### src/rtl/leaf_out_arbiter.sv
// Round-robin, credit-gated arbiter that packetizes user output streams onto
// the single leaf-to-BFT link, holding each packet until egress accepts it.
module leaf_out_arbiter #(
    parameter int unsigned PACKET_BITS   = 49,
    parameter int unsigned PAYLOAD_BITS  = 32,
    parameter int unsigned NUM_LEAF_BITS = 5,
    parameter int unsigned NUM_PORT_BITS = 4,
    parameter int unsigned NUM_ADDR_BITS = 7,
    parameter int unsigned NUM_OUT_PORTS = 5,
    parameter int unsigned CREDIT_INIT   = 64,
    parameter int unsigned CREDIT_BITS   = 8
) (
    input  logic                                    clk,
    input  logic                                    reset,
    input  logic [NUM_OUT_PORTS*PAYLOAD_BITS-1:0]   din_leaf_user2interface,
    input  logic [NUM_OUT_PORTS-1:0]                vld_user2interface,
    output logic [NUM_OUT_PORTS-1:0]                ack_interface2user,
    input  logic                                    cfg_wr,
    input  logic [NUM_PORT_BITS-1:0]                cfg_port,
    input  logic [NUM_LEAF_BITS-1:0]                cfg_dest_leaf,
    input  logic [NUM_PORT_BITS-1:0]                cfg_dest_port,
    input  logic                                    credit_upd_vld,
    input  logic [NUM_PORT_BITS-1:0]                credit_upd_port,
    input  logic [CREDIT_BITS-1:0]                  credit_upd_amt,
    input  logic                                    out_ready,
    input  logic                                    resend,
    output logic [PACKET_BITS-1:0]                  dout_leaf_interface2bft
);

    localparam int unsigned N  = NUM_OUT_PORTS;
    localparam int unsigned CW = CREDIT_BITS + 1;
    localparam logic [CREDIT_BITS-1:0] CREDIT_MAX = '1;

    typedef enum logic {
        ST_EMPTY = 1'b0,
        ST_FULL  = 1'b1
    } state_t;

    state_t                   r_state;
    state_t                   w_state_nxt;
    logic [PACKET_BITS-1:0]   r_dout;
    logic [PACKET_BITS-1:0]   w_dout_nxt;
    logic [PACKET_BITS-1:0]   w_packet;
    logic [NUM_PORT_BITS-1:0] r_rr_ptr;
    logic [CREDIT_BITS-1:0]   r_credit     [N];
    logic [CREDIT_BITS-1:0]   w_credit_nxt [N];
    logic [NUM_ADDR_BITS-1:0] r_seq        [N];
    logic [NUM_LEAF_BITS-1:0] r_dest_leaf  [N];
    logic [NUM_PORT_BITS-1:0] r_dest_port  [N];
    logic [N-1:0]             r_cfgd;
    logic [N-1:0]             w_elig;
    logic [N-1:0]             w_ack;
    logic                     w_can_load;
    logic                     w_grant_vld;
    logic [NUM_PORT_BITS-1:0] w_grant_idx;

    assign w_can_load = ((r_state == ST_EMPTY) || out_ready) && !resend;

    always_comb begin
        w_elig = '0;
        for (int unsigned i = 0; i < N; i++) begin
            w_elig[i] = vld_user2interface[i] && r_cfgd[i] && (r_credit[i] != '0);
        end
    end

    // Rank each eligible port by its distance past rr_ptr; the nearest wins.
    always_comb begin
        int unsigned v_ptr;
        int unsigned v_pos;
        int unsigned v_best;
        v_ptr       = 32'(r_rr_ptr);
        v_pos       = 0;
        v_best      = N + 1;
        w_grant_vld = 1'b0;
        w_grant_idx = '0;
        w_ack       = '0;
        for (int unsigned i = 0; i < N; i++) begin
            v_pos = (i > v_ptr) ? (i - v_ptr) : (i + N - v_ptr);
            if (w_can_load && w_elig[i] && (v_pos < v_best)) begin
                v_best      = v_pos;
                w_grant_vld = 1'b1;
                w_grant_idx = NUM_PORT_BITS'(i);
                w_ack       = '0;
                w_ack[i]    = 1'b1;
            end
        end
    end

    always_comb begin
        w_packet = '0;
        for (int unsigned i = 0; i < N; i++) begin
            if (w_ack[i]) begin
                w_packet = PACKET_BITS'({1'b1, r_dest_leaf[i], r_dest_port[i], r_seq[i],
                                         din_leaf_user2interface[i*PAYLOAD_BITS +: PAYLOAD_BITS]});
            end
        end
    end

    // Grant consumes one credit; a same-cycle return is added on top, saturating.
    always_comb begin
        logic [CW-1:0] v_sum;
        logic [CW-1:0] v_add;
        v_sum = '0;
        v_add = '0;
        for (int unsigned i = 0; i < N; i++) begin
            v_add = (credit_upd_vld && (credit_upd_port == NUM_PORT_BITS'(i)))
                    ? CW'(credit_upd_amt) : '0;
            v_sum = CW'(r_credit[i]) + v_add - CW'(w_ack[i]);
            w_credit_nxt[i] = (v_sum > CW'(CREDIT_MAX)) ? CREDIT_MAX : CREDIT_BITS'(v_sum);
        end
    end

    always_comb begin
        w_state_nxt = r_state;
        w_dout_nxt  = r_dout;
        if (w_grant_vld) begin
            w_state_nxt = ST_FULL;
            w_dout_nxt  = w_packet;
        end else if (w_can_load && (r_state == ST_FULL) && out_ready) begin
            w_state_nxt = ST_EMPTY;
            w_dout_nxt  = '0;
        end
    end

    always_ff @(posedge clk or posedge reset) begin
        if (reset) begin
            r_state <= ST_EMPTY;
            r_dout  <= '0;
        end else begin
            r_state <= w_state_nxt;
            r_dout  <= w_dout_nxt;
        end
    end

    always_ff @(posedge clk or posedge reset) begin
        if (reset) begin
            r_rr_ptr <= NUM_PORT_BITS'(N - 1);
            r_cfgd   <= '0;
            for (int unsigned i = 0; i < N; i++) begin
                r_credit[i]    <= CREDIT_BITS'(CREDIT_INIT);
                r_seq[i]       <= '0;
                r_dest_leaf[i] <= '0;
                r_dest_port[i] <= '0;
            end
        end else begin
            if (w_grant_vld) begin
                r_rr_ptr <= w_grant_idx;
            end
            for (int unsigned i = 0; i < N; i++) begin
                r_credit[i] <= w_credit_nxt[i];
                if (w_ack[i]) begin
                    r_seq[i] <= r_seq[i] + NUM_ADDR_BITS'(1);
                end
                // Table update lands after this cycle's packet was built from the old entry.
                if (cfg_wr && (cfg_port == NUM_PORT_BITS'(i))) begin
                    r_dest_leaf[i] <= cfg_dest_leaf;
                    r_dest_port[i] <= cfg_dest_port;
                    r_cfgd[i]      <= 1'b1;
                end
            end
        end
    end

    assign ack_interface2user      = w_ack;
    assign dout_leaf_interface2bft = r_dout;

endmodule

### config.mk
export PLATFORM = sky130hd
export DESIGN_NAME = leaf_out_arbiter
export DESIGN_NICKNAME = d
export VERILOG_FILES = /design/src/rtl/leaf_out_arbiter.sv
export SDC_FILE = /design/constraint.sdc
export NUM_CORES = 1
export LEC_CHECK = 0
export ABC_CLOCK_PERIOD_IN_PS = 18000
export BUFFER_PORTS_ARGS = -buffer_cell sky130_fd_sc_hd__clkbuf_2
export CORE_MARGIN = 2
export CORE_UTILIZATION = 50
export DETAILED_ROUTE_END_ITERATION = 6
export MAX_ROUTING_LAYER = met4
export PLACE_DENSITY = 0.7
export SLEW_MARGIN = 20
export SYNTH_ARGS = -nofsm -noshare
export SYNTH_HDL_FRONTEND = slang
export SYNTH_SLANG_ARGS = --single-unit
### constraint.sdc
create_clock -name clk -period 18 [get_ports clk]
set_input_delay 1.8 -clock clk [delete_from_list [all_inputs] [get_ports clk]]
set_output_delay 1.8 -clock clk [all_outputs]
set_load 0.02 [all_outputs]
* Word-level counts from Yosys, hierarchy flattened
Index checks and enable logic that the tools add are counted.
** Cells by class
- Equal/unequal tests :: 8
- Bitwise logic cells :: 1
- Reduce and logical (&&, ||, !) cells :: 43
- Muxes and demuxes :: 41
- $lt $le $gt $ge :: 14
- Add/sub/neg operators :: 24
** Operator list (number)
- $mux 49 :: 7
- $mux 32 :: 8
- $lt 32x32->1 :: 4
- $mux 8 :: 10
- $add 8x8->9 :: 5
- $gt 9x8->1 const B :: 5
- $sub 9x1->9 :: 5
- $reduce_bool 8->1 :: 5
- $add 7x1->7 const B :: 5
- $logic_and 1x1->1 :: 33
- $lt 32x3->1 const B :: 1
- $mux 5 :: 4
- $sub 3x4->5 const A :: 4
- $eq 4x2->1 const B :: 4
- $mux 4 :: 3
- $sub 2x4->5 const A :: 2
- $sub 4x4->5 const A :: 2
- $mux 1 :: 9
- $eq 4x1->1 const B :: 2
- $eq 4x3->1 const B :: 2
- $gt 2x4->1 const A :: 2
- $logic_not 4->1 :: 2
- $sub 1x4->5 const A :: 1
- $gt 1x4->1 const A :: 1
- 5 further kinds :: 5
** Word-level totals
- Output and inout port bits :: 54
- Register bits after elaboration :: 179

* Depth between registers and ports, before layout
Gate-level depths: netlist of run 1.
- Depth in word-level cells :: 24
- Gate-level depth with buffers :: 62
- Mapped depth without buffers :: 51

* Worst setup path after synthesis of run 1
Ideal clock, no wire load.
- Path kind :: input -> register
- Start :: in resend
- End :: reg r_credit[0] (netlist bit)
- Path slack :: 5.945 ns
- Data arrival time :: 11.919 ns
- Stages on the path :: 49
- Library setup time :: 0.136 ns
- Data required time :: 17.864 ns
- Path through :: nor4_2 a211oi_1 o311a_1 nor2_1 clkbuf_1 nand2_1 ha_1 or3_1 a311o_1 a32o_1 nor3_1 buf_2 buf_6 buf_2 a21oi_1 ha_1 a211o_1 a21oi_1 [... 13 more ...] o21a_1 inv_2 buf_4 buf_4 buf_2 ha_1 inv_1 ha_1 fa_1 a21oi_1 nor2_1 nor2_1 o21bai_1 a21oi_1 o21bai_1 a21oi_1 xor2_1 nand2b_1
** RTL lines
- from (decl) :: RTL line 26 : input logic resend,
- to (signal, indexed assignment) :: RTL line 140 : r_credit[i] <= CREDIT_BITS'(CREDIT_INIT);
- to (signal, indexed assignment) :: RTL line 150 : r_credit[i] <= w_credit_nxt[i];
- to (decl) :: RTL line 45 : logic [CREDIT_BITS-1:0] r_credit [N];

* Worst setup path in the final report of run 1
- Start :: reg r_rr_ptr[1]
- End :: out ack_interface2user[4]
** Between the ends
- Cells in the longest elaborated chain, start to end :: 16
- Elaborated cells on any way between the ends :: 34
** Ends and longest elaborated chain
- from (decl) :: RTL line 44 : logic [NUM_PORT_BITS-1:0] r_rr_ptr;
- from (signal assigned) :: RTL line 137 : r_rr_ptr <= NUM_PORT_BITS'(N - 1);
- from (signal assigned) :: RTL line 147 : r_rr_ptr <= w_grant_idx;
- $sub 3x4->5 :: RTL line 78 : v_pos = (i > v_ptr) ? (i - v_ptr) : (i + N - v_ptr);
- $lt 32x3->1 :: RTL line 79 : if (w_can_load && w_elig[i] && (v_pos < v_best)) begin
- $logic_and 1x1->1 :: RTL line 79
- $mux 32 :: RTL line 79
- $lt 32x32->1 :: RTL line 79
- $logic_and 1x1->1 :: RTL line 79
- $mux 32 :: RTL line 79
- $lt 32x32->1 :: RTL line 79
- $logic_and 1x1->1 :: RTL line 79
- $mux 32 :: RTL line 79
- $lt 32x32->1 :: RTL line 79
- $logic_and 1x1->1 :: RTL line 79
- $mux 32 :: RTL line 79
- $lt 32x32->1 :: RTL line 79
- $logic_and 1x1->1 :: RTL line 79
- $mux 5 * :: RTL line 79
- to (decl) :: RTL line 17 : output logic [NUM_OUT_PORTS-1:0] ack_interface2user,
Mark *: on every way between the ends. The rest lies on a longest branch, timed or not.

==> results of run 1 <==
-- worst paths after layout --
check	end	slack (ns)	cells after the start
setup / recovery	ack_interface2user[4]	4.20	36
hold / removal	r_seq[27]$_DFFE_PP0P_	0.47	1
setup reg to reg	r_credit[28]$_DFF_PP0_	4.61	48
hold reg to reg	r_seq[27]$_DFFE_PP0P_	0.47	1
max in group asynchronous	r_seq[30]$_DFFE_PP0N_	14.88	3
min in group asynchronous	r_dest_leaf[16]$_DFFE_PP0P_	1.55	2
-- power by group through the flow --
stage / combinational [W] / sequential (W) / clock, W
floorplan: 0.000837 / 0.000663 / 0
global placement: 0.00113 / 0.000644 / 0
detailed placement: 0.00116 / 0.000648 / 0
CTS: 0.00116 / 0.000642 / 0.000373
global route: 0.00130 / 0.000661 / 0.000389
finish: 0.00116 / 0.000643 / 0.000366
-- registers in the layout, summed over array words and instances (netlist names) --
register and count:
r_dest_leaf 25, r_credit 40, r_dest_port 20, dout_leaf_interface2bft 49, r_cfgd 5, r_state 1
r_rr_ptr 3, r_seq 35
-- critical path: cells and delay by family, from the launching register on --
kind | cells | cell delay, ns
AND/OR/NAND/NOR | 10 | 2.69
flip-flops | 1 | 0.69
multiplexers | 2 | 1.10
buffers and inverters | 6 | 2.74
AO/OA/AOI/OAI | 13 | 2.84
adder cells (fa/ha/maj) | 5 | 1.42
-- cells by family after synthesis --
kind of cell	Yosys count	synth area share (%)
other cells	2	0.0592
fa+ha+maj	118	11.9
xor+xnor	67	4.62
simple gates	427	16.4
buf+inv	218	6.98
flops	178	35.1
compound gates	244	12.0
mux	151	12.9
-- layout make-up --
class	count	area (µm²)
Fill cell	2250	10300
Inverter	150	568
Clock inverter	15	161
Sequential cell	178	4460
Clock buffer	17	425
Tap cell	330	413
Multi-Input combinational cell	1012	7420
Timing Repair Buffer	261	1340
-- synthesized netlist by cell type (all sizes together) (3+ instances only) --
master	count
nand2	173
dfrtp	172
inv	150
ha	113
mux2	97
nand3	79
o21ai	67
nor2	66
a21oi	65
mux2i	54
xnor2	46
clkbuf	36
buf	32
o22ai	28
nand2b	25
o211ai	22
xor2	21
nor4	18
nand4	15
nor3	15
o21bai	15
a21o	7
and2	6
dfstp	6
a31oi	5
and3	5
fa	5
nor4b	5
o21a	5
nor3b	4
a211oi	3
and4	3
nand4b	3
o311ai	3
-- stage by stage --
step                      std cells  power, W
final                          1963   0.00217
after global routing           1963   0.00235
after CTS                      1963   0.00218
after detailed placement       1931   0.00181
after global placement         1931   0.00178
after floorplan                1408   0.00150
-- layer usage --
layer | track usage (%) | vias to the layer above
met5 | - | -
met4 | 7.16 | 0
met3 | 4.16 | 46
met2 | 45.4 | 411
met1 | 33.8 | 5233
li1 | - | 5295
==> reports/metrics.yaml, run 1 <==
outcome: "finished clean"
ir_worst_vdd_mv: 0.0887
cap_violations: 0
tritonroute_pass_1_iters: 5
drv_slew: 0
rows: 58
synth.yosys.warnings: 0
p_leak_nw: 7.60
clockRootBuffer: "clkbuf_16"
p_int_w: 0.00120
final_estimated_routing_congestion_in_global_placement: 0.968
worst_setup_path_startpoint: "r_rr_ptr[1]$_DFFE_PP0P_"
detailroute.via_count: 11000
min_period_ns: 13.80
cts-hold-fix-buffers: 0
p_sw_w: 0.000971
top_reg_cell_synth: "dfrtp_1"
antenna_violations_before_repair: 0
timing.setup.tns_ns: 0
comb_power_share_pct: 53.5
power_frac_seq_pct: 29.6
fin_hold_ws_ns: 0.469
crit_path_frequent_cell: "ha_1"
cts_inserted_buffers: 17
detailed_place.area_mm2: 0.0142
die_h_um: 163
final-setup-viol-count: 0
detail_route.vias_per_cell: 5.60
final_cell_area_mm2: 0.0148
yosys_register_bits: 178
mappedNetlistArea_mm2: 0.0127
yosys-top-cells-area: "dfrtp_1, ha_1, mux2_2, nand2_1, inv_1"
route.top_layer_used: "met4"
cp_data_required_time_ns: 16.20
critPathArrivalTime_ns: 12.00
final.period_utilization_pct: 76.7
crit-reg2reg-launch: "r_rr_ptr[1]$_DFFE_PP0P_"
drive_gt1_share_pct: 26.0
syn2layout_area_growth_pct: 16.5
average_wire_length_per_cell_after_detail_routing_um: 17.9
residual_overflow_from_global_routing: 0
yosys.cell_types.count: 75
h-tree-depth: 4
synth_sequential_area_ratio_pct: 35.1
met1Wirelength_um: 14700
final_hold_viol_count: 0
layout_commonest_cell: "clkbuf_2"
worst_setup_path_start_kind: "flip-flop"
cpMaxStageDelayCell: "buf_4"
final.setup_skew_ns: 0.0182
post-synth-top-area-cell: "dfrtp_1"
power_switching_share_pct: 44.8
dr.first_iter.drc_count: 794
worstPathMaxFanout: 66
cts_resized: 0
antenna_cells_inserted: 0
critPathCaptureType: "primary output"
dieWidth_um: 163
synthDominantCellAreaShare_pct: 33.9
rsz_0062_raised_after_global_routing: "no"
critical-path-max-stage-delay_ns: 0.75
final_core_utilization_pct: 59.1
commonest_non_fill_non_tap_cells_in_the_layout: "clkbuf_2, nand2_1, dfrtp_1"
wl_met2_um: 17100
tritoncts_clock_tree: "yes"
met3WireLength_um: 2460
post_synth.cell_area_avg_um2: 9.04
dp.final_hpwl_um: 26000
criticalPathCategory: "reg2out"
cts.sinks: 178
wirelength_um: 35100
worst-slew-pin-transition_ns: 1.14
max_freq_mhz: 72.4
postSynthCellCount: 1405
cts.clk_slew.worst_paths_ns: 0.07
post_cts_setup_repair_bufs: 0
slew_headroom_pct: 23.6
die-area_mm2: 0.0267
pin_count_of_the_biggest_net_entering_global_routing: 108
nNetsFinal: 1934
clk_latency_ns: 0.45
p_clk_share_pct: 16.9
initial_util_pct: 50.7
count_of_buffers_inserted_at_the_top_level_ports: 249
place_ws_ns: 4.36
timing.hold.worst.start: "r_seq[27]$_DFFE_PP0P_"
remaining_drc_errors: 0
core_area_mm2: 0.0250
drt.antenna.violating_nets: 0
cellPowerDensity_mw_per_mm2: 147
i_o_pin_count: 250
post-route-worst-setup-slack_ns: 4.20
grt_pass1_vias: 10500
hp-class: "reg2reg"
grt_use_total_pct: 26.9
ctsLongestPathBuffers: 2
postSynth.asyncResetShare_pct: 100
synth_edf_count: 0
grt_first_pass_wirelength_um: 54800
Power figures use the tool's default switching activity.
==> inputs of run 2 (changes only) <==
Settings changed: ABC_CLOCK_PERIOD_IN_PS 18000 to 12650, PLACE_DENSITY 0.7 to 0.73.
Clock period 18 ns to 12.65 ns, I/O delays scaled along.
==> run 2 against run 1 <==
Net effect:
- first-iteration DRC count shrank 1.5%
- wire length rose by 3.2%
- count of clock-buffer cells in the layout stayed put
- sequential power rose by 40%
- setup slack got worse by 3.4 ns
- non-clock buffer count grew 4
- via count rose by 1.4%
- clock power grew 54%
- global-route usage rose by 0.99 points
- design area grew 0.65%
- highest routed layer unchanged
==> reports/metrics.yaml, run 2 (synthesis gave the netlist of run 1 again) <==
outcome: "finished clean"
fin_hold_ws_ns: 0.470
ctsLongestPathBuffers: 2
crit_path_frequent_cell: "ha_1"
grt_first_pass_wirelength_um: 57100
cellPowerDensity_mw_per_mm2: 212
grt_pass1_vias: 11100
rows: 58
antenna_cells_inserted: 0
final.setup_skew_ns: 0.0115
critical-path-max-stage-delay_ns: 0.69
cts_inserted_buffers: 17
average_wire_length_per_cell_after_detail_routing_um: 18.4
crit_end: "r_credit[26]$_DFF_PP0_"
dp.final_hpwl_um: 26400
ir_worst_vdd_mv: 0.142
worst-r2r-setup-slack_ns: 0.75
die-area_mm2: 0.0267
h-tree-depth: 4
reg2reg_to: "r_credit[26]$_DFF_PP0_"
final_core_utilization_pct: 59.4
commonest_non_fill_non_tap_cells_in_the_layout: "clkbuf_2, nand2_1, dfrtp_1"
die_h_um: 163
initial_util_pct: 50.7
crit-reg2reg-launch: "r_rr_ptr[2]$_DFFE_PP1P_"
drv_slew: 0
core_area_mm2: 0.0250
max_freq_mhz: 84.1
detail_route.vias_per_cell: 5.66
detailroute.via_count: 11100
drive_gt1_share_pct: 26.3
cpMaxStageDelayCell: "dfstp_2"
layout_commonest_cell: "clkbuf_2"
timing.hold.worst.start: "r_seq[27]$_DFFE_PP0P_"
slew_headroom_pct: 34.3
nNetsFinal: 1938
final.period_utilization_pct: 94.0
pin_count_of_the_biggest_net_entering_global_routing: 113
i_o_pin_count: 250
reg2regPathDepth: 46
dr.first_iter.drc_count: 782
worst_setup_path_startpoint: "r_rr_ptr[2]$_DFFE_PP1P_"
grt_use_total_pct: 27.9
critPathCaptureType: "flip-flop"
remaining_drc_errors: 0
largest_register_ff_count: 49
worstPathMaxFanout: 24
final_estimated_routing_congestion_in_global_placement: 0.921
wirelength_um: 36200
drt.antenna.violating_nets: 0
totalPowerFinal_w: 0.00316
cts.sinks: 178
hp-class: "reg2reg"
cp_data_required_time_ns: 12.95
final_hold_viol_count: 0
post_cts_setup_repair_bufs: 0
criticalPathCategory: "reg2reg"
worst-slew-pin-transition_ns: 0.986
timing.setup.tns_ns: 0
min_period_ns: 11.90
cts.clk_slew.worst_paths_ns: 0.08
residual_overflow_from_global_routing: 0
p_leak_nw: 7.64
rsz_0062_raised_after_global_routing: "no"
worst_setup_path_start_kind: "flip-flop"
clockRootBuffer: "clkbuf_16"
syn2layout_area_growth_pct: 17.2
final-setup-viol-count: 0
dieWidth_um: 163
clk_latency_ns: 0.44
count_of_buffers_inserted_at_the_top_level_ports: 249
antenna_violations_before_repair: 0
tritoncts_clock_tree: "yes"
cap_violations: 0
critPathArrivalTime_ns: 12.20
tritonroute_pass_1_iters: 5
-- run 2: cell types whose count changed in the layout (fill, tap and decap cells not counted), sizes merged --
cell,previous run,this run
clkinv,6,5
bufinv,0,2
buf,12,16
clkinvlp,3,2
-- run 2: metal layers --
| layer | global-route usage, % | vias to the layer above | wire (µm) | part of all wire [%] |
|---|---|---|---|---|
| met3 | 3.78 | 78 | 2030 | 5.6 |
| li1 | - | 5293 | - | - |
| met4 | 11.3 | 0 | 1350 | 3.7 |
| met2 | 46.7 | 384 | 17300 | 48 |
| met5 | - | - | 0 | 0 |
| met1 | 34.2 | 5386 | 15500 | 43 |
-- run 2: worst max-delay path: cells and delay by family, from the launching register on --
family / cells / cell delay, ns
AOI/OAI and AO/OA: 18 / 3.55
buffers and inverters: 3 / 0.39
muxes: 2 / 0.80
DFF: 1 / 0.69
adders and majority gates: 8 / 2.27
and+or+nand+nor: 14 / 3.56
xor gates and xnor gates: 1 / 0.48
-- run 2: power by group --
group	internal, W	switching, W	leakage, nW
Combinational	0.000683	0.00100	5.20
Clock	0.000305	0.000259	0.303
Sequential	0.000767	0.000136	2.14
Total	0.00176	0.00140	7.64
-- run 2: timing repair --
item	CTS	global route
endpoints found under the setup margin	0	30
endpoints found under the hold margin	0	0
hold buffers	0	0
gates resized for setup	0	2
-- run 2: worst min-delay path by stage --
stage | endpoint | slack (ns) | cells past startpoint
floorplan | r_cfgd[0]$_DFFE_PP0P_ | 0.43 | 1
global placement | r_seq[13]$_DFFE_PP0P_ | 0.46 | 1
detailed placement | r_seq[20]$_DFFE_PP0P_ | 0.46 | 1
CTS | r_seq[27]$_DFFE_PP0P_ | 0.47 | 1
global route | r_seq[6]$_DFFE_PP0P_ | 0.49 | 1
finish | r_seq[27]$_DFFE_PP0P_ | 0.47 | 1
-- run 2: cell type report --
| type | count | area [µm²] |
|---|---|---|
| Tap cell | 330 | 413 |
| Clock inverter | 15 | 211 |
| Timing Repair Buffer | 265 | 1370 |
| Sequential cell | 178 | 4460 |
| Fill cell | 2160 | 10200 |
| Clock buffer | 17 | 425 |
| Inverter | 150 | 568 |
| Multi-Input combinational cell | 1012 | 7440 |
-- run 2: per-stage QoR --
stage / setup slack [ns] / cell area, µm² / cells
final: 0.753 / 14900 / 1967
after global placement: 0.987 / 14200 / 1935
after floorplan: 0.899 / 12700 / 1408
after detailed placement: 0.706 / 14200 / 1935
after global routing: 0.0112 / 14900 / 1967
after CTS: 0.708 / 14900 / 1967
==> inputs of run 3 (changes only) <==
Settings changed: ABC_AREA set to 1, PLACE_DENSITY 0.73 to 0.74.
==> run 3 against run 2 <==
Net effect:
- sequential power decreased by 0.6%
- core utilization down 0.49 points
- synthesized cell count up 20%
- via count increased by 2.3%
- clock power decreased by 8.7%
- power decreased by 1.1%
- register-to-register slack improved by 1.5 ns
- maximum frequency increased by 14%
- non-clock buffer count fell by 7
- critical path type unchanged
- critical endpoint is now r_credit[10]$_DFF_PP0_
- largest cell class unchanged
==> reports/metrics.yaml, run 3 <==
worst-slew-pin-transition_ns: 1.06
final_estimated_routing_congestion_in_global_placement: 0.933
p_clk_share_pct: 16.5
initial_util_pct: 50.5
final_hold_viol_count: 0
dp.final_hpwl_um: 24600
worstPathMaxFanout: 58
ir_worst_vdd_mv: 0.116
synth.yosys.warnings: 0
worst_setup_path_start_kind: "flip-flop"
cts.sinks: 178
count_of_buffers_inserted_at_the_top_level_ports: 249
clockRootBuffer: "clkbuf_16"
remaining_drc_errors: 0
cap_violations: 0
crit-reg2reg-launch: "r_rr_ptr[1]$_DFFE_PP0P_"
die_h_um: 160
reg2regPathDepth: 46
rsz_0062_raised_after_global_routing: "no"
yosys_register_bits: 178
grt_pass1_vias: 11100
detailroute.via_count: 11400
final.setup_skew_ns: 0.0156
max_freq_mhz: 96.1
rows: 57
critical-path-max-stage-delay_ns: 0.82
drv_slew: 0
holdPathEnd: "r_seq[6]$_DFFE_PP0P_"
power_switching_share_pct: 47.7
cts-hold-fix-buffers: 0
drt.antenna.violating_nets: 0
critPathCaptureType: "flip-flop"
synthDominantCellAreaShare_pct: 35.4
slew_headroom_pct: 29.6
top_reg_cell_synth: "dfrtp_1"
criticalPathCategory: "reg2reg"
outcome: "finished clean"
final_core_utilization_pct: 58.9
residual_overflow_from_global_routing: 0
postSynthCellCount: 1682
die-area_mm2: 0.0256
antenna_cells_inserted: 0
tritonroute_pass_1_iters: 5
core_area_mm2: 0.0241
min_delay_path_depth: 1
critPathArrivalTime_ns: 10.68
timing.hold.worst.start: "r_seq[6]$_DFFE_PP0P_"
final-setup-viol-count: 0
p_int_w: 0.00163
hp-class: "reg2reg"
clk_latency_ns: 0.44
cts_inserted_buffers: 17
synth_edf_count: 0
synth_sequential_area_ratio_pct: 36.7
detail_route.vias_per_cell: 5.07
post-synth-top-count-cell: "nand2_1"
post-synth-top-area-cell: "dfrtp_1"
ctsLongestPathBuffers: 2
comb_power_share_pct: 54.7
grt_first_pass_wirelength_um: 53900
final.period_utilization_pct: 82.2
power_frac_seq_pct: 28.8
cts.clk_slew.worst_paths_ns: 0.08
average_wire_length_per_cell_after_detail_routing_um: 14.7
pin_count_of_the_biggest_net_entering_global_routing: 88
commonest_non_fill_non_tap_cells_in_the_layout: "nand2_1, clkbuf_2, inv_1"
cp_data_required_time_ns: 12.93
cts_resized: 0
post_synth.cell_area_avg_um2: 7.23
worst-r2r-setup-slack_ns: 2.25
yosys-top-cells-area: "dfrtp_1, nand2_1, ha_1, inv_1, o21ai_0"
synth_commonest_cells: "nand2_1, inv_1, dfrtp_1"
dieWidth_um: 160
layout_commonest_cell: "nand2_1"
i_o_pin_count: 250
syn2layout_area_growth_pct: 16.8
post_cts_setup_repair_bufs: 0
postSynth.asyncResetShare_pct: 100
grt_use_total_pct: 26.8
p_sw_w: 0.00149
drive_gt1_share_pct: 17.8
yosys.cell_types.count: 38
cellPowerDensity_mw_per_mm2: 220
min_period_ns: 10.40
mappedNetlistArea_mm2: 0.0122
p_leak_nw: 8.24
dr.first_iter.drc_count: 819
timing.setup.tns_ns: 0
wirelength_um: 33000
antenna_violations_before_repair: 0
nNetsFinal: 2224
tritoncts_clock_tree: "yes"
reg2reg_to: "r_credit[10]$_DFF_PP0_"
largest_register_ff_count: 49
cpMaxStageDelayCell: "a2111oi_0"
h-tree-depth: 4
## run 3: cell types whose count changed in the layout (fill, tap and decap cells not counted), sizes merged, moves of 35 or more
cell,change
nand2,+353
xnor2,-35
nor2,+67
mux2i,-54
inv,+92
o21ai,+75
or2,+38
mux2,-97
## run 3: cells by family (layout without fill, tap and decap cells)
family / Yosys count / after routing / synth area share, %
AND/OR/NAND/NOR: 839 / 839 / 28.8
buffers and inverters: 291 / 528 / 9.64
AO/OA/AOI/OAI: 207 / 207 / 8.95
flip-flops: 178 / 178 / 36.7
adder cells (fa/ha/maj): 118 / 118 / 12.4
XOR/XNOR: 47 / 47 / 3.38
other: 2 / 5 / 0.0618
## run 3: stage by stage
step	total power [W]	area, µm²	std cells	hold WS [ns]	setup WS, ns
after CTS	0.00313	14200	2246	0.465	2.37
after detailed placement	0.00260	13600	2215	0.452	2.51
final	0.00312	14200	2246	0.462	2.25
after global routing	0.00342	14200	2246	0.496	1.40
after floorplan	0.00215	12200	1685	0.434	4.57
after global placement	0.00254	13600	2215	0.451	2.92
## run 3: worst max-delay path by stage
| stage | from | endpoint | slack (ns) | cells after the start |
|---|---|---|---|---|
| 2_1_floorplan | out_ready | r_credit[26]$_DFF_PP0_ | 4.57 | 49 |
| 5_1_grt | r_rr_ptr[1]$_DFFE_PP0P_ | r_credit[10]$_DFF_PP0_ | 1.40 | 46 |
| 6_report | r_rr_ptr[1]$_DFFE_PP0P_ | r_credit[10]$_DFF_PP0_ | 2.25 | 46 |
| 3_5_place_dp | out_ready | r_credit[10]$_DFF_PP0_ | 2.51 | 49 |
| 4_1_cts | r_rr_ptr[1]$_DFFE_PP0P_ | r_credit[10]$_DFF_PP0_ | 2.37 | 46 |
| 3_3_place_gp | out_ready | r_credit[10]$_DFF_PP0_ | 2.92 | 49 |
## run 3: power by group through the flow
stage | Clock (W) | Sequential, W | Combinational, W
after floorplan | 0 | 0.000954 | 0.00120
after global placement | 0 | 0.000901 | 0.00164
after detailed placement | 0 | 0.000906 | 0.00170
after CTS | 0.000522 | 0.000898 | 0.00171
after global routing | 0.000545 | 0.000922 | 0.00195
final | 0.000515 | 0.000898 | 0.00171
## run 3: layout make-up
| class | count | area, µm² |
|---|---|---|
| clock buffers | 17 | 425 |
| repair buffers | 258 | 1310 |
| flip-flops and latches | 178 | 4460 |
| clock inverters | 14 | 140 |
| well taps | 324 | 405 |
| inverters | 239 | 902 |
| fillers | 2309 | 9900 |
| multi-input cells | 1216 | 6560 |
## run 3: layer usage
metal | GRT usage [%] | share of wire (%) | up-vias
li1 | - | - | 5737
met1 | 31.1 | 43 | 5286
met2 | 47.3 | 50 | 314
met3 | 3.74 | 4.5 | 60
met4 | 9.95 | 3.2 | 0
met5 | - | 0 | -
## run 3: worst max-delay path: cells and delay by family, from the launching register on
family                   cells  cell delay, ns
AO/OA/AOI/OAI               11            3.27
XOR/XNOR                     1            0.48
adder cells (fa/ha/maj)      8            2.14
buffers and inverters        9            1.30
flip-flops                   1            0.45
AND/OR/NAND/NOR             17            2.56
